`src/rtl/mips_mc_control.sv`:
```
// Multicycle MIPS controller: Moore FSM with registered control outputs and a
// combinational PC write enable resolved from branch flags.
package mips_pkg;
  typedef enum logic [5:0] {
    OP_RTYPE  = 6'd0,
    OP_BLTGEZ = 6'd1,
    OP_J      = 6'd2,
    OP_JAL    = 6'd3,
    OP_BEQ    = 6'd4,
    OP_BNE    = 6'd5,
    OP_ADDI   = 6'd8,
    OP_ORI    = 6'd13,
    OP_LW     = 6'd35,
    OP_SW     = 6'd43
  } opcode_t;

  typedef enum logic [5:0] {
    F_JR  = 6'd8,
    F_ADD = 6'd32,
    F_SUB = 6'd34,
    F_AND = 6'd36,
    F_OR  = 6'd37,
    F_XOR = 6'd38,
    F_NOR = 6'd39,
    F_SLT = 6'd42
  } funct_t;
endpackage

module mips_mc_control
  import mips_pkg::*;
(
  input  logic       clk,
  input  logic       reset,
  input  logic [5:0] op,
  input  logic [5:0] funct,
  input  logic       rt0,
  input  logic       zero,
  input  logic       neg,
  output logic       pcen,
  output logic       iord,
  output logic       memwrite,
  output logic       irwrite,
  output logic       regwrite,
  output logic [1:0] regdst,
  output logic [1:0] memtoreg,
  output logic       alusrca,
  output logic [1:0] alusrcb,
  output logic [2:0] alucontrol,
  output logic [1:0] pcsrc,
  output logic [3:0] state_o
);

  typedef enum logic [3:0] {
    S_FETCH  = 4'd0,  S_DECODE = 4'd1,  S_MEMADR = 4'd2,  S_MEMRD = 4'd3,
    S_MEMWB  = 4'd4,  S_MEMWR  = 4'd5,  S_RTEXE  = 4'd6,  S_ALUWB = 4'd7,
    S_IEXE   = 4'd8,  S_IWB    = 4'd9,  S_BRANCH = 4'd10, S_JUMP  = 4'd11,
    S_JAL    = 4'd12, S_JR     = 4'd13
  } state_t;

  state_t     r_state, w_next;
  logic       r_iord, r_memwrite, r_irwrite, r_regwrite, r_alusrca;
  logic [1:0] r_regdst, r_memtoreg, r_alusrcb, r_pcsrc;
  logic [2:0] r_alucontrol;
  logic       w_iord, w_memwrite, w_irwrite, w_regwrite, w_alusrca;
  logic [1:0] w_regdst, w_memtoreg, w_alusrcb, w_pcsrc;
  logic [2:0] w_alucontrol;
  logic       w_pcen;

  function automatic logic [2:0] alu_from_funct(input logic [5:0] f);
    case (f)
      F_ADD:   return 3'b010;
      F_SUB:   return 3'b110;
      F_AND:   return 3'b000;
      F_OR:    return 3'b001;
      F_XOR:   return 3'b011;
      F_NOR:   return 3'b100;
      F_SLT:   return 3'b111;
      default: return 3'b010;
    endcase
  endfunction

  always_comb begin
    w_next = S_FETCH;
    case (r_state)
      S_FETCH:  w_next = S_DECODE;
      S_DECODE: begin
        case (op)
          OP_LW, OP_SW:              w_next = S_MEMADR;
          OP_RTYPE:                  w_next = (funct == F_JR) ? S_JR : S_RTEXE;
          OP_ADDI, OP_ORI:           w_next = S_IEXE;
          OP_BEQ, OP_BNE, OP_BLTGEZ: w_next = S_BRANCH;
          OP_J:                      w_next = S_JUMP;
          OP_JAL:                    w_next = S_JAL;
          default:                   w_next = S_FETCH;
        endcase
      end
      S_MEMADR: w_next = (op == OP_LW) ? S_MEMRD : S_MEMWR;
      S_MEMRD:  w_next = S_MEMWB;
      S_RTEXE:  w_next = S_ALUWB;
      S_IEXE:   w_next = S_IWB;
      default:  w_next = S_FETCH;
    endcase
  end

  // Outputs are decoded for the state being entered so they register alongside it.
  always_comb begin
    w_iord = 1'b0;  w_memwrite = 1'b0;  w_irwrite = 1'b0;  w_regwrite = 1'b0;
    w_alusrca = 1'b0;  w_regdst = 2'b00;  w_memtoreg = 2'b00;
    w_alusrcb = 2'b00; w_pcsrc = 2'b00;   w_alucontrol = 3'b010;
    case (w_next)
      S_FETCH:  begin w_irwrite = 1'b1; w_alusrcb = 2'b01; end
      S_DECODE: w_alusrcb = 2'b11;
      S_MEMADR: begin w_alusrca = 1'b1; w_alusrcb = 2'b10; end
      S_MEMRD:  w_iord = 1'b1;
      S_MEMWB:  begin w_memtoreg = 2'b01; w_regwrite = 1'b1; end
      S_MEMWR:  begin w_iord = 1'b1; w_memwrite = 1'b1; end
      S_RTEXE:  begin w_alusrca = 1'b1; w_alucontrol = alu_from_funct(funct); end
      S_ALUWB:  begin w_regdst = 2'b01; w_regwrite = 1'b1; end
      S_IEXE: begin
        w_alusrca    = 1'b1;
        w_alusrcb    = 2'b10;
        w_alucontrol = (op == OP_ORI) ? 3'b001 : 3'b010;
      end
      S_IWB:    w_regwrite = 1'b1;
      S_BRANCH: begin w_alusrca = 1'b1; w_pcsrc = 2'b01; w_alucontrol = 3'b110; end
      S_JUMP:   w_pcsrc = 2'b10;
      S_JAL: begin
        w_pcsrc = 2'b10; w_regdst = 2'b10; w_memtoreg = 2'b10; w_regwrite = 1'b1;
      end
      S_JR:     w_pcsrc = 2'b11;
      default:  w_alucontrol = 3'b010;
    endcase
  end

  // Reset loads FETCH controls; irwrite is masked at the port while reset is high.
  always_ff @(posedge clk or posedge reset) begin
    if (reset) begin
      r_state      <= S_FETCH;
      r_iord       <= 1'b0;
      r_memwrite   <= 1'b0;
      r_irwrite    <= 1'b1;
      r_regwrite   <= 1'b0;
      r_alusrca    <= 1'b0;
      r_regdst     <= 2'b00;
      r_memtoreg   <= 2'b00;
      r_alusrcb    <= 2'b01;
      r_pcsrc      <= 2'b00;
      r_alucontrol <= 3'b010;
    end else begin
      r_state      <= w_next;
      r_iord       <= w_iord;
      r_memwrite   <= w_memwrite;
      r_irwrite    <= w_irwrite;
      r_regwrite   <= w_regwrite;
      r_alusrca    <= w_alusrca;
      r_regdst     <= w_regdst;
      r_memtoreg   <= w_memtoreg;
      r_alusrcb    <= w_alusrcb;
      r_pcsrc      <= w_pcsrc;
      r_alucontrol <= w_alucontrol;
    end
  end

  always_comb begin
    w_pcen = 1'b0;
    if (reset) begin
      w_pcen = 1'b0;
    end else begin
      case (r_state)
        S_FETCH, S_JUMP, S_JAL, S_JR: w_pcen = 1'b1;
        S_BRANCH: begin
          case (op)
            OP_BEQ:    w_pcen = zero;
            OP_BNE:    w_pcen = ~zero;
            OP_BLTGEZ: w_pcen = rt0 ? ~neg : neg;
            default:   w_pcen = 1'b0;
          endcase
        end
        default: w_pcen = 1'b0;
      endcase
    end
  end

  assign pcen       = w_pcen;
  assign iord       = r_iord;
  assign memwrite   = r_memwrite;
  assign irwrite    = r_irwrite & ~reset;
  assign regwrite   = r_regwrite;
  assign regdst     = r_regdst;
  assign memtoreg   = r_memtoreg;
  assign alusrca    = r_alusrca;
  assign alusrcb    = r_alusrcb;
  assign alucontrol = r_alucontrol;
  assign pcsrc      = r_pcsrc;
  assign state_o    = r_state;

endmodule
```
`config.mk`:
```
export PLATFORM = sky130hd
export DESIGN_NAME = mips_mc_control
export DESIGN_NICKNAME = d
export VERILOG_FILES = /design/src/rtl/mips_mc_control.sv
export SDC_FILE = /design/constraint.sdc
export NUM_CORES = 1
export LEC_CHECK = 0
export CORE_MARGIN = 10
export CORE_UTILIZATION = 35
export CTS_BUF_LIST = sky130_fd_sc_hd__clkbuf_8 sky130_fd_sc_hd__clkbuf_16
export CTS_CLUSTER_SIZE = 20
export DETAILED_ROUTE_END_ITERATION = 10
export PLACE_DENSITY = 0.71
export SLEW_MARGIN = 20
export SYNTH_ARGS = -nofsm -noshare
export SYNTH_HDL_FRONTEND = slang
export SYNTH_SLANG_ARGS = --single-unit
```
`constraint.sdc`:
```
create_clock -name clk -period 4.8 [get_ports clk]
set_input_delay 1.2 -clock clk [delete_from_list [all_inputs] [get_ports clk]]
set_output_delay 1.2 -clock clk [all_outputs]
set_load 0.05 [all_outputs]
```
==> results_dict.tcl, run 1 <==
set metrics [dict create \
    cts_max_level 1 \
    placed_cell_area_um2 1530 \
    worst_skew_pair.late_latency_ps 240 \
    cp.required_ps 3600 \
    grt_setup_unrepaired "false" \
    register_area_um2 479 \
    outcome "complete, no violations" \
    timing.max_slew.rel_slack 0.470 \
    syn_nets 142 \
    peakVddDrop_mv 0.142 \
    setup.worst_path.end_class "output pin" \
    layout-area-overhead-vs-synth_pct 36.1 \
    clk_path_buf_depth 2 \
    number_of_synthesized_register_bits 19 \
    synthesis.area_um2 1160 \
    post_synth.cell_area_avg_um2 9.26 \
    setup.worst_path.class "input port to output pin" \
    muxShareOfSynthArea 0.00973 \
    synth-async-reset-ratio 1.00 \
    ys.flop_type "dfrtp_1" \
    placeableCoreArea_um2 3100 \
    grt_pass1_vias 976 \
    post-cts-setup-buffer-count 0 \
    element_type_at_the_critical_path_start "input port" \
    tritoncts_num_sinks 19 \
    drtIter0Drc 86 \
    num-nets-final 173 \
    count_of_warnings_emitted_by_yosys 0 \
    worstSetupEndpoint "pcen" \
    hold_buffers 0 \
    synthAdderAreaFrac 0 \
    fmax_mhz 233 \
    proportion_of_layout_cells_with_a_drive_suffix_above_1 0.110 \
    main_combinational_cell_family_by_area_after_synthesis "simple AND/OR/NAND/NOR gates" \
    diodes 0 \
    final_max_slew_viol_count 0 \
    via_count 997 \
    drt_pass_1_iters 4 \
    gpl.final_weighted_congestion 0.859 \
    leakage_nw 0.621 \
    detail_route.wirelength_um 2770 \
    ys_seq_area_frac 0.414 \
    multiInputGateArea_um2 597 \
    routed_wire_length_per_instance_um 13.9 \
    row_count 20 \
    max_cap_violations 0 \
    crit_start "op[3]" \
    cts-resized-gates 0 \
    regToRegStartpoint "state_o[2]" \
    min_period_over_period 0.892 \
    detail-route-antenna-nets 0 \
    grt_first_pass_wirelength_um 4650 \
    final.min_clock_period_ps 4280 \
    dieHeight_um 77.5 \
    route.detailed.vias_per_inst 5.01 \
    synthXorXnorAreaFrac 0.0378 \
    postLayoutCellArea_um2 1580 \
    die_span_x_um 77.5 \
    grt_max_degree 20 \
    top_level_ports 38 \
    hpwlAfterDp_um 2210 \
    worst-slew-pin-transition_ps 794 \
    crit_fanout 8 \
    pwr_density_cell_nw_per_um2 400 \
    tritoncts_clock_tree "built" \
    start_util 0.373 \
    post_synth_num_cell_types 47 \
    input_output_buffers 37 \
    layout.filler_cells 324 \
    fin_worst_skew_ps 1.95 \
    grt_overflow 0 \
    cts_root_buf "clkbuf_8" \
    remaining_drc_errors 0 \
    setup-tns-final_ps 0 \
    synth_cells 125 \
    setup_viol 0 \
    synth_enable_flop_cells 0 \
    simple_gate_area_share_of_the_yosys_netlist 0.291 \
    die_area_um2 6010 \
    worstHoldPathType "flip-flop to flip-flop" \
    crit-reg2reg-capture "alucontrol[1]" \
    synth_compound_area_frac 0.177 \
    cts.reportedPaths.clkPinSlew_ps 60 \
    grt_antenna_before_repair 0 \
    ff2ff_path_depth 7 \
    finalHoldViolCount 0 \
    power.total_mw 0.629 \
    worst_ep_arrival_time_ps 3080 \
    r2r_setup_slack_ps 2680 \
    globalRouteTotalUtil 0.0908 \
    tritoncts.num_buffers 3 \
]
power breakdown:
group | internal [mW] | leakage [nW] | switching [mW] | total [mW]
sequential | 0.191 | 0.250 | 0.0251 | 0.216
combinational | 0.116 | 0.345 | 0.195 | 0.312
clock | 0.0566 | 0.0269 | 0.0453 | 0.102
synthesized netlist by cell type, types with 2 or more instances:
master | count | share of area
a21oi_1 | 7 | 0.030
o22ai_1 | 2 | 0.011
nor2b_1 | 2 | 0.011
buf_2 | 3 | 0.013
nand2_1 | 7 | 0.023
o21ai_0 | 2 | 0.0086
dfrtp_1 | 16 | 0.35
xor2_1 | 3 | 0.023
nor3_1 | 4 | 0.017
nor4_1 | 5 | 0.027
xnor2_1 | 2 | 0.015
inv_1 | 5 | 0.016
nand4_1 | 3 | 0.016
clkbuf_2 | 2 | 0.0086
nand2b_1 | 2 | 0.011
buf_4 | 2 | 0.013
a211oi_1 | 2 | 0.013
nand3_1 | 3 | 0.013
o211ai_1 | 2 | 0.013
nor2_1 | 14 | 0.045
nand3b_1 | 2 | 0.013
a21o_1 | 2 | 0.013
and3_1 | 3 | 0.016
clkbuf_1 | 3 | 0.0097
or2_2 | 2 | 0.011
dfstp_2 | 3 | 0.068
or3_1 | 2 | 0.011
per-stage QoR:
| stage | util | hold WS (ps) | worst slack [ps] | std cells |
|---|---|---|---|---|
| floorplan | - | 911 | 486 | 125 |
| global placement | 0.493 | 616 | 607 | 195 |
| detailed placement | 0.493 | 625 | 527 | 195 |
| CTS | 0.508 | 633 | 523 | 199 |
| global route | 0.508 | 667 | 387 | 199 |
| finish | 0.508 | 642 | 516 | 199 |
worst min-delay path by stage:
stage                          start   end  slack, ps  depth (start not counted)
final                     state_o[0]  iord        640                          1
after global placement    state_o[0]  iord        620                          1
after detailed placement  state_o[0]  iord        620                          1
after global routing      state_o[0]  iord        670                          1
after floorplan           state_o[0]  iord        910                          2
after CTS                 state_o[0]  iord        630                          1
state kept, by name (all words and copies together) (netlist names):
signal      count
pcsrc           2
memtoreg        2
memwrite        1
state_o         4
regwrite        1
r_irwrite       1
iord            1
alusrcb         2
regdst          1
alusrca         1
alucontrol      3
cell type report:
type	instances	share of cell area
inverters	5	0.0119
clock inverters	1	0.00238
repair buffers	37	0.241
multi-input cells	90	0.379
flip-flops and latches	19	0.304
well taps	44	0.0349
clock buffers	3	0.0262
cells in the final DEF, fill, tap and decap left out, types with 3 or more instances in the layout:
| master | instances |
|---|---|
| nor2_1 | 14 |
| nand3_1 | 3 |
| dfstp_2 | 3 |
| and3_1 | 3 |
| nand2_1 | 7 |
| a21oi_1 | 7 |
| nor4_1 | 5 |
| inv_1 | 6 |
| nand4_1 | 3 |
| clkdlybuf4s50_1 | 36 |
| clkbuf_8 | 3 |
| xor2_1 | 3 |
| dfrtp_1 | 16 |
| nor3_1 | 4 |
critical path, stage by stage:
cell             delay (ps)
clkdlybuf4s50_1         570
nor4_1                  440
nand3_1                 120
nand2_1                  90
a311oi_1                 90
a211oi_1                380
buf_12                  190
metal layers:
layer,vias to the layer above,routed length [um],GRT usage
met5,-,0,0
met3,2,198,0.0392
met2,31,1240,0.146
met1,447,1320,0.113
li1,517,-,-
met4,0,7,0.0109
cell families (layout without fill, tap and decap cells):
kind of cell              after synthesis  after routing
and+or+nand+nor                        57             57
AOI/OAI and AO/OA                      27             27
DFF                                    19             19
buffers and inverters                  16             46
xor gates and xnor gates                5              5
muxes                                   1              1
(Power assumes the default switching activity.)
==> run 2, diff against run 1 <==
- GPL_ROUTABILITY_DRIVEN: unset -> 0
==> results of run 2 <==
Same layout as run 1: the final DEF is identical, and so are final timing and power.
